===== src/rtl/sdram_timegen_pkg.sv =====
// Shared encodings for the per-bank SDRAM timing generator: phase states and decoded commands.
package sdram_timegen_pkg;

    typedef enum logic [2:0] {
        ST_IDLE   = 3'd0,
        ST_PRE    = 3'd1,
        ST_RCD    = 3'd2,
        ST_ROWACT = 3'd3,
        ST_LAT    = 3'd4,
        ST_BURST  = 3'd5,
        ST_WAIT   = 3'd6,
        ST_UNUSED = 3'd7
    } state_t;

    // Codes match the raw {CS,RAS,CAS,WeIn} pin pattern; NOP covers everything else.
    typedef enum logic [3:0] {
        CMD_PRE = 4'b0010,
        CMD_ACT = 4'b0011,
        CMD_WR  = 4'b0100,
        CMD_RD  = 4'b0101,
        CMD_NOP = 4'b1111
    } cmd_t;

endpackage


===== src/rtl/sdram_cmd_decode.sv =====
// Combinational decode of the active-low SDRAM command pins into cmd_t.
// Zero latency; no flow control.
module sdram_cmd_decode
    import sdram_timegen_pkg::*;
(
    input  logic cs_i,
    input  logic ras_i,
    input  logic cas_i,
    input  logic we_i,
    output cmd_t cmd_o
);

    always_comb begin
        cmd_o = CMD_NOP;
        case ({cs_i, ras_i, cas_i, we_i})
            4'b0010: cmd_o = CMD_PRE;
            4'b0011: cmd_o = CMD_ACT;
            4'b0100: cmd_o = CMD_WR;
            4'b0101: cmd_o = CMD_RD;
            default: cmd_o = CMD_NOP;
        endcase
    end

endmodule


===== src/rtl/sdram_timegen.sv =====
// Per-bank SDRAM command-phase FSM with a down-counter timing each phase.
// Outputs registered, one edge after the command/expiry; En=0 freezes everything.
// Optional CmdErr pulse on ignored commands when TIMEGEN_CMD_ERR_EN is defined.
module sdram_timegen
    import sdram_timegen_pkg::*;
#(
    parameter int TW = 8,
    parameter int LW = 4
) (
    input  logic          Clk,
    input  logic          Rst,
    input  logic          En,
    input  logic [TW-1:0] tpre,
    input  logic [TW-1:0] tcas,
    input  logic [LW-1:0] tlat,
    input  logic [TW-1:0] tburst,
    input  logic [TW-1:0] twait,
    input  logic          CS,
    input  logic          RAS,
    input  logic          CAS,
    input  logic          WeIn,
`ifdef TIMEGEN_CMD_ERR_EN
    output logic          CmdErr,
`endif
    output logic [TW-1:0] TimerCountOut,
    output logic [2:0]    StateCountOut
);

    state_t        state_q, state_d;
    logic [TW-1:0] timer_q, timer_d;
    cmd_t          cmd;
    logic          accept;
    logic          expire;

    sdram_cmd_decode u_dec (
        .cs_i  (CS),
        .ras_i (RAS),
        .cas_i (CAS),
        .we_i  (WeIn),
        .cmd_o (cmd)
    );

    always_ff @(posedge Clk) begin
        if (Rst) begin
            state_q <= ST_IDLE;
            timer_q <= '0;
        end else begin
            state_q <= state_d;
            timer_q <= timer_d;
        end
    end

    // A loaded value of 0 expires on the first cycle, same as 1.
    assign expire = (timer_q <= TW'(1));

    always_comb begin
        state_d = state_q;
        timer_d = timer_q;
        accept  = 1'b0;
        if (En) begin
            case (state_q)
                ST_IDLE: begin
                    timer_d = '0;
                    if (cmd == CMD_PRE) begin
                        state_d = ST_PRE;  timer_d = tpre;  accept = 1'b1;
                    end else if (cmd == CMD_ACT) begin
                        state_d = ST_RCD;  timer_d = tcas;  accept = 1'b1;
                    end
                end
                ST_ROWACT: begin
                    timer_d = '0;
                    if (cmd == CMD_RD) begin
                        state_d = ST_LAT;   timer_d = TW'(tlat); accept = 1'b1;
                    end else if (cmd == CMD_WR) begin
                        state_d = ST_BURST; timer_d = tburst;    accept = 1'b1;
                    end else if (cmd == CMD_PRE) begin
                        state_d = ST_PRE;   timer_d = tpre;      accept = 1'b1;
                    end
                end
                ST_PRE: begin
                    if (expire) begin state_d = ST_IDLE; timer_d = '0; end
                    else        timer_d = timer_q - TW'(1);
                end
                ST_RCD: begin
                    if (expire) begin state_d = ST_ROWACT; timer_d = '0; end
                    else        timer_d = timer_q - TW'(1);
                end
                ST_LAT: begin
                    if (expire) begin state_d = ST_BURST; timer_d = tburst; end
                    else        timer_d = timer_q - TW'(1);
                end
                ST_BURST: begin
                    if (expire) begin state_d = ST_WAIT; timer_d = twait; end
                    else        timer_d = timer_q - TW'(1);
                end
                ST_WAIT: begin
                    if (expire) begin state_d = ST_ROWACT; timer_d = '0; end
                    else        timer_d = timer_q - TW'(1);
                end
                default: begin
                    state_d = ST_IDLE;
                    timer_d = '0;
                end
            endcase
        end
    end

`ifdef TIMEGEN_CMD_ERR_EN
    logic cmd_err_q, cmd_err_d;

    always_ff @(posedge Clk) begin
        if (Rst) cmd_err_q <= 1'b0;
        else     cmd_err_q <= cmd_err_d;
    end
`endif

    always_comb begin
        TimerCountOut = timer_q;
        StateCountOut = state_q;
`ifdef TIMEGEN_CMD_ERR_EN
        cmd_err_d = En && (cmd != CMD_NOP) && !accept;
        CmdErr    = cmd_err_q;
`endif
    end

endmodule


===== config.mk =====
export PLATFORM = sky130hd
export DESIGN_NAME = sdram_timegen
export DESIGN_NICKNAME = d
export VERILOG_FILES = /design/src/rtl/sdram_timegen_pkg.sv /design/src/rtl/sdram_cmd_decode.sv /design/src/rtl/sdram_timegen.sv
export SDC_FILE = /design/constraint.sdc
export NUM_CORES = 1
export LEC_CHECK = 0
export ABC_CLOCK_PERIOD_IN_PS = 1900
export CAP_MARGIN = 10
export CORE_UTILIZATION = 38
export DETAILED_ROUTE_END_ITERATION = 10
export PLACE_DENSITY = 0.75
export SKIP_CTS_REPAIR_TIMING = 1
export SYNTH_ARGS = -nofsm -noshare
export SYNTH_HDL_FRONTEND = slang
export SYNTH_SLANG_ARGS = --single-unit

===== constraint.sdc =====
create_clock -name Clk -period 1.9 [get_ports Clk]
set_clock_uncertainty 0.2 [all_clocks]
set_input_delay 0.285 -clock Clk [delete_from_list [all_inputs] [get_ports Clk]]
set_output_delay 0.285 -clock Clk [all_outputs]
set_load 0.02 [all_outputs]

**After elaboration in Yosys (flattened, before gate mapping)**

Cells that the tools add are included.

- Bits of input ports: 43
- Logic and storage cells: 48
- Output and inout bits: 11
- Flip-flop bits (word level): 11

- Reduce and logical (&&, ||, !) cells: 4
- Equality and inequality tests: 20
- Order comparisons: 1
- Add/subtract/negate cells: 1
- Mux-type cells: 20

Operators by type and width:

| kind | count |
|---|---|
| $mux 8 | 8 |
| $pmux 8 s5 | 1 |
| $mux 3 | 9 |
| $pmux 3 s6 | 1 |
| $eq 4x2->1 const B | 4 |
| $eq 4x3->1 const B | 4 |
| $pmux 4 s4 | 1 |
| $eq 3x3->1 const B | 3 |
| $le 8x1->1 const B | 1 |
| $sub 8x1->8 const B | 1 |
| $reduce_and 7->1 | 1 |
| $eq 3x2->1 const B | 2 |
| $ne 2x2->1 const B | 3 |
| $ne 4x4->1 const B | 1 |
| $eq 3x1->1 const B | 1 |
| $logic_not 3->1 | 1 |
| $ne 3x3->1 const B | 1 |
| $reduce_or 3->1 | 1 |
| $ne 2x1->1 const B | 1 |
| $reduce_or 2->1 | 1 |

**Logic depth before layout (Yosys ltp)**

Gate-level depths: netlist of run 1.

- Depth after elaboration: 7
- Mapped depth: 7
- Gate-level depth less buffers: 7

**Cells and area by module**

Synthesis of run 1 repeated with hierarchy kept, for this count alone.

- Cell total of the unflattened synthesis: 174
- Area total of the unflattened synthesis: 1311.3 µm²

Modules (own cells, without submodules):

| module | instances | seq. area each (µm²) | area each (µm²) | cells each |
|---|---|---|---|---|
| sdram_timegen | 1 | 220.2 | 1273.7 | 166 |
| sdram_cmd_decode | 1 | 0.0 | 37.5 | 8 |

**Worst setup path after synthesis of run 1**

Ideal clock, no wire load.

- Kind: register to register
- From: reg timer_q[2], in the netlist TimerCountOut[2]
- To: reg state_q[0], in the netlist StateCountOut[0]
- Library setup time: 0.132 ns
- Buffers on the path: 1
- Slack: -0.241 ns
- Cell stages (with the launch flop): 6
- Required time: 1.568 ns
- Arrival time: 1.809 ns
- Period minus slack after synthesis: 2.141 ns
- Path through: dfxtp_1 buf_6 or4_4 o311a_4 o32ai_1 a21oi_1

- Cells in the longest elaborated chain, start to end: 3
- Elaborated cells between the ends (all ways): 6
- Those cells by class: order compare (1); eq/ne (4); reduce/logical (1)

RTL lines:

| what | line | RTL |
|---|---|---|
| start, declared | sdram_timegen.sv:30 | `logic [TW-1:0] timer_q, timer_d;` |
| start signal, assigned | sdram_timegen.sv:49 | `timer_q <= timer_d;` |
| $le 8x1->1 * | sdram_timegen.sv:54 | `assign expire = (timer_q <= TW'(1));` |
| $ne 2x2->1 (no source line) / $ne 2x1->1 (equally long branches) | n/a |  |
| $reduce_and 7->1 (no source line) * | n/a |  |
| end signal, assigned | sdram_timegen.sv:48 | `state_q <= state_d;` |
| end, declared | sdram_timegen.sv:29 | `state_t state_q, state_d;` |

Every way passes the cells marked *; elsewhere a longest branch is shown, timed or not.
A chain may end at the register's enable or synchronous reset.

**Final worst setup path of run 1**

- From: reg timer_q[2], in the netlist TimerCountOut[2]
- To: reg timer_q[0], in the netlist TimerCountOut[0]

- Cells in the longest elaborated chain, start to end: 3
- Elaborated cells between the ends (all ways): 5
- Those cells by class: order compare (1); mux (4)

RTL lines:

| what | line | RTL |
|---|---|---|
| $le 8x1->1 * | sdram_timegen.sv:54 |  |
| $mux 8, on equally long branches | n/a |  |
| $pmux 8 s5 * | sdram_timegen.sv:61 | `case (state_q)` |

Marked as above.

==> impl.org, run 1 <==
** Timing
- After layout, the worst path uses 107% of the clock period.
- Setup violations remaining at the end of the flow were counted as 4.
- Headroom to the max-slew limit came out at just over 70%.
- Number of pins with negative max-slew slack in the final report :: 0
- For this run, the top clock speed supported by timing is 490 MHz.
- After layout, the worst setup slack is -0.139 ns.
- For the pin with the worst max-slew slack, the measured transition is ~0.42 ns.
- The hold violation count in the final report was 0.
- Setup repair after global routing could not meet its margin everywhere.
- The worst path in the final design needs a cycle of between 2 and 2.5 ns, including I/O delays and setup.

** Logic synthesis
- After synthesis the netlist holds a flip-flop and latch count of 11.
- Cell count after synthesis :: 169
- Counting flops with a built-in enable in the synthesized netlist gives 0.
- Most frequently used flop master after synthesis :: dfxtp_1
- In this run the biggest area consumer among cell types represents 17.6% of the synthesized area.
- For this run, asynchronously set or reset flops after synthesis account for 0%.
- A synthesized cell averages about 7.4 um^2.
- For this run, the number of Yosys warnings is 0.
- Ranked by total cell area, the synthesized netlist is headed by dfxtp_1 18%, mux2i_1 13%, nor2_1 6.6%.
- Number of nets produced by synthesis :: 214
- Mapped Area :: 1250 um^2
- Sequential cells were found to cover between 15 and 20% of the synthesized design area.
- Top cell type by total area after synthesis :: dfxtp_1
- In this run, distinct cell masters in the synthesized netlist total 47.

** Pwr
- In this run the static leakage power is approximately 0.00095 uW.
- Power density cells :: 344 nW/um^2
- Worst IR drop on VDD :: 0.178 mV

** Run status
- The flow ran to the end, but the final reports show violations.
- Failing checks :: negative setup slack

** Placement
- Half-perimeter wire length of the detailed placement result :: between 3 and 4 mm
- Placement-stage worst setup slack :: -0.446 ns
- The congestion estimate from routability-driven global placement came to approximately 0.97.
- The number of placed instances, taps included, is 290.
- In this run the tool buffered the top-level ports with 53 buffer cells.

** Setup path
- Maximum fanout count along the critical path :: 4
- Startpoint type of the worst setup path :: flop
- Worst Setup SP :: TimerCountOut[2]$_SDFFE_PP0P_
- Data arrival time of the worst path :: 2.03 ns
- Critical path destination :: TimerCountOut[0]$_SDFFE_PP0P_
- Crit Path Class :: flop to flop
- Measured in cells, the most critical reg-to-reg path has a length of 5.
- Beginning of the worst register-to-register path :: TimerCountOut[2]$_SDFFE_PP0P_
- The worst setup path is captured at a flop.
- Slack of the worst reg-to-reg path :: -0.14 ns
- The worst register-to-register path ends at TimerCountOut[0]$_SDFFE_PP0P_.
- WP data required :: roughly 1.9 ns

** Global routing
- Entering global routing, the biggest net connects 11 pins.
- Global routing consumed, over all layers together, between 20 and 30% of the routing resources.
- Global-route wire length before repair :: about 7.4 mm
- Vias in the first global route :: about 1700
- Initial antenna violation count :: 0
- Overflow after GRT :: 0

** Layout
- The number of antenna diodes in the final layout is 0.
- Relative to the synthesized area, the layout overhead comes to 77.3%.
- Share of post-route cells with drive strength above 1 :: between 20% and 30%
- Final Non-Filler Cells :: around 300
- At the end of the flow, the number of nets in the layout was 297.
- Most used cells in the layout excluding fill and tap cells :: 44 x clkdlybuf4s50_1, 33 x buf_4, 21 x nor2_1, 16 x mux2i_1, 13 x o21ai_0
- Leading cell type in the layout, fill and taps excluded :: clkdlybuf4s50_1

** CTS
- Clock tree synthesis found a total of 11 sinks.
- TritonCTS buffer count :: 3
- Clk Latency, worst-skew pair :: around 0.30 ns
- Root cell of the clock tree :: clkbuf_4
- Clock-pin transition on the worst setup and hold timing paths :: approximately 0.08 ns
- CTS tree :: yes
- In this run the deepest clock path goes through 2 buffers.
- Clock H-tree levels :: 1

** Floorplanning
- The floorplan step set the die height to just under 60 um.
- Die Outline Area :: between 3000 and 4000 um^2
- For this configuration, the core starts out at a cell density of between 40 and 50%.
- Core region area :: around 3100 um^2
- X dimension of the die :: ~59 um
- The floorplan has 20 rows.
- Boundary Pins :: 54

** Worst hold path
- In this run the worst hold path is classified as flop to flop.

** Detailed routing
- TritonRoute pass-1 iters :: 4
- After detailed routing, the average wire length per cell comes to roughly 16 um.
- Wires add up to between 4 and 5 mm.
- Avg Vias per Cell :: 5.87
- For this block, the initial DRC count from the detailed router was 80.
- Via Count :: roughly 1700
- For this run, design rule violations remaining after detail routing come to 0.
- Antenna violation net count after detailed routing :: 0

** Job
- Across the run, the number of max-cap violations was 0.
==> worst min path at each step <==
stage | startpoint | endpoint | slack (ns) | cells after the start
global route | TimerCountOut[6]$_SDFFE_PP0P_ | TimerCountOut[6]$_SDFFE_PP0P_ | 0.41 | 2
detailed placement | TimerCountOut[5]$_SDFFE_PP0P_ | TimerCountOut[5]$_SDFFE_PP0P_ | 0.39 | 3
CTS | TimerCountOut[5]$_SDFFE_PP0P_ | TimerCountOut[5]$_SDFFE_PP0P_ | 0.41 | 3
global placement | TimerCountOut[7]$_SDFFE_PP0P_ | TimerCountOut[7]$_SDFFE_PP0P_ | 0.37 | 2
finish | TimerCountOut[6]$_SDFFE_PP0P_ | TimerCountOut[6]$_SDFFE_PP0P_ | 0.39 | 2
floorplan | Rst | TimerCountOut[7]$_SDFFE_PP0P_ | 0.31 | 3
==> Yosys cell counts (2+ instances only) <==
master    number
a21oi_1       12
a221oi_1       8
a22oi_1        3
a32oi_1        2
buf_2          3
clkbuf_1       4
dfxtp_1       11
ha_1           2
inv_1          5
mux2_2         2
mux2i_1       16
nand2_1       10
nand2b_1       3
nand3_1        6
nand4_1        2
nand4b_1       2
nor2_1        22
nor2b_1        3
nor3_1         6
nor3b_1        3
o21ai_0       13
o22ai_1        3
or3_1          3
xor2_1         2
==> state kept, by name (all words and copies together), names as in the netlist <==
signal,count
StateCountOut,3
TimerCountOut,8
==> report_power, final <==
part           total (uW)  switching (uW)  leakage, uW  internal (uW)
clock                 188             106    0.0000150           82.0
sequential            241            7.74    0.0000938            234
combinational         334             144     0.000838            190
==> layer usage <==
metal / share of wire (%) / GRT usage, %
met1: 41 / 31.9
met2: 51 / 54.1
met3: 6.4 / 1.53
met4: 1.7 / 11.6
met5: 0 / 0
==> cell type report <==
cell class	instances	area, um^2
repair buffers	87	812
well taps	44	55.1
multi-input cells	144	1070
inverters	5	18.8
clock buffers	4	26.3
flip-flops and latches	11	238
fillers	253	862
==> stage by stage <==
stage | instance area, um^2 | utilization, % | hold WS [ns] | power, uW | TNS (ns)
6_report | 2220 | 72.0 | 0.390 | 763 | -0.411
5_1_grt | 2220 | 72.0 | 0.405 | 791 | -1.05
4_1_cts | 2090 | 68.0 | 0.414 | 731 | -0.829
3_5_place_dp | 2070 | 67.2 | 0.393 | 557 | -3.01
3_3_place_gp | 2070 | 67.2 | 0.371 | 551 | -2.21
2_1_floorplan | 1280 | - | 0.312 | 381 | 0
==> cell families (layout without fill, tap and decap cells) <==
logic type,count (synthesis),after routing,share of synthesized area [%]
muxes,18,18,14.6
buffers and inverters,14,96,5.10
AOI/OAI and AO/OA,52,52,28.7
DFF,11,11,17.6
xor gates and xnor gates,3,3,2.10
and+or+nand+nor,69,69,29.8
adders and majority gates,2,2,2.00
==> critical path, cell delays in order, from the launching register on <==
cell and delay (ns):
dfxtp_4 0.36, or4_4 0.57, nor4_4 0.30, buf_4 0.19
a21oi_2 0.05, a221oi_2 0.26
No activity file was read; power rests on OpenSTA's default activity.
==> run 2, diff against run 1 <==
CTS_CLUSTER_DIAMETER = 120   (was default)
==> results of run 2 <==
Same layout as run 1: the final DEF is identical, and so are final timing and power.
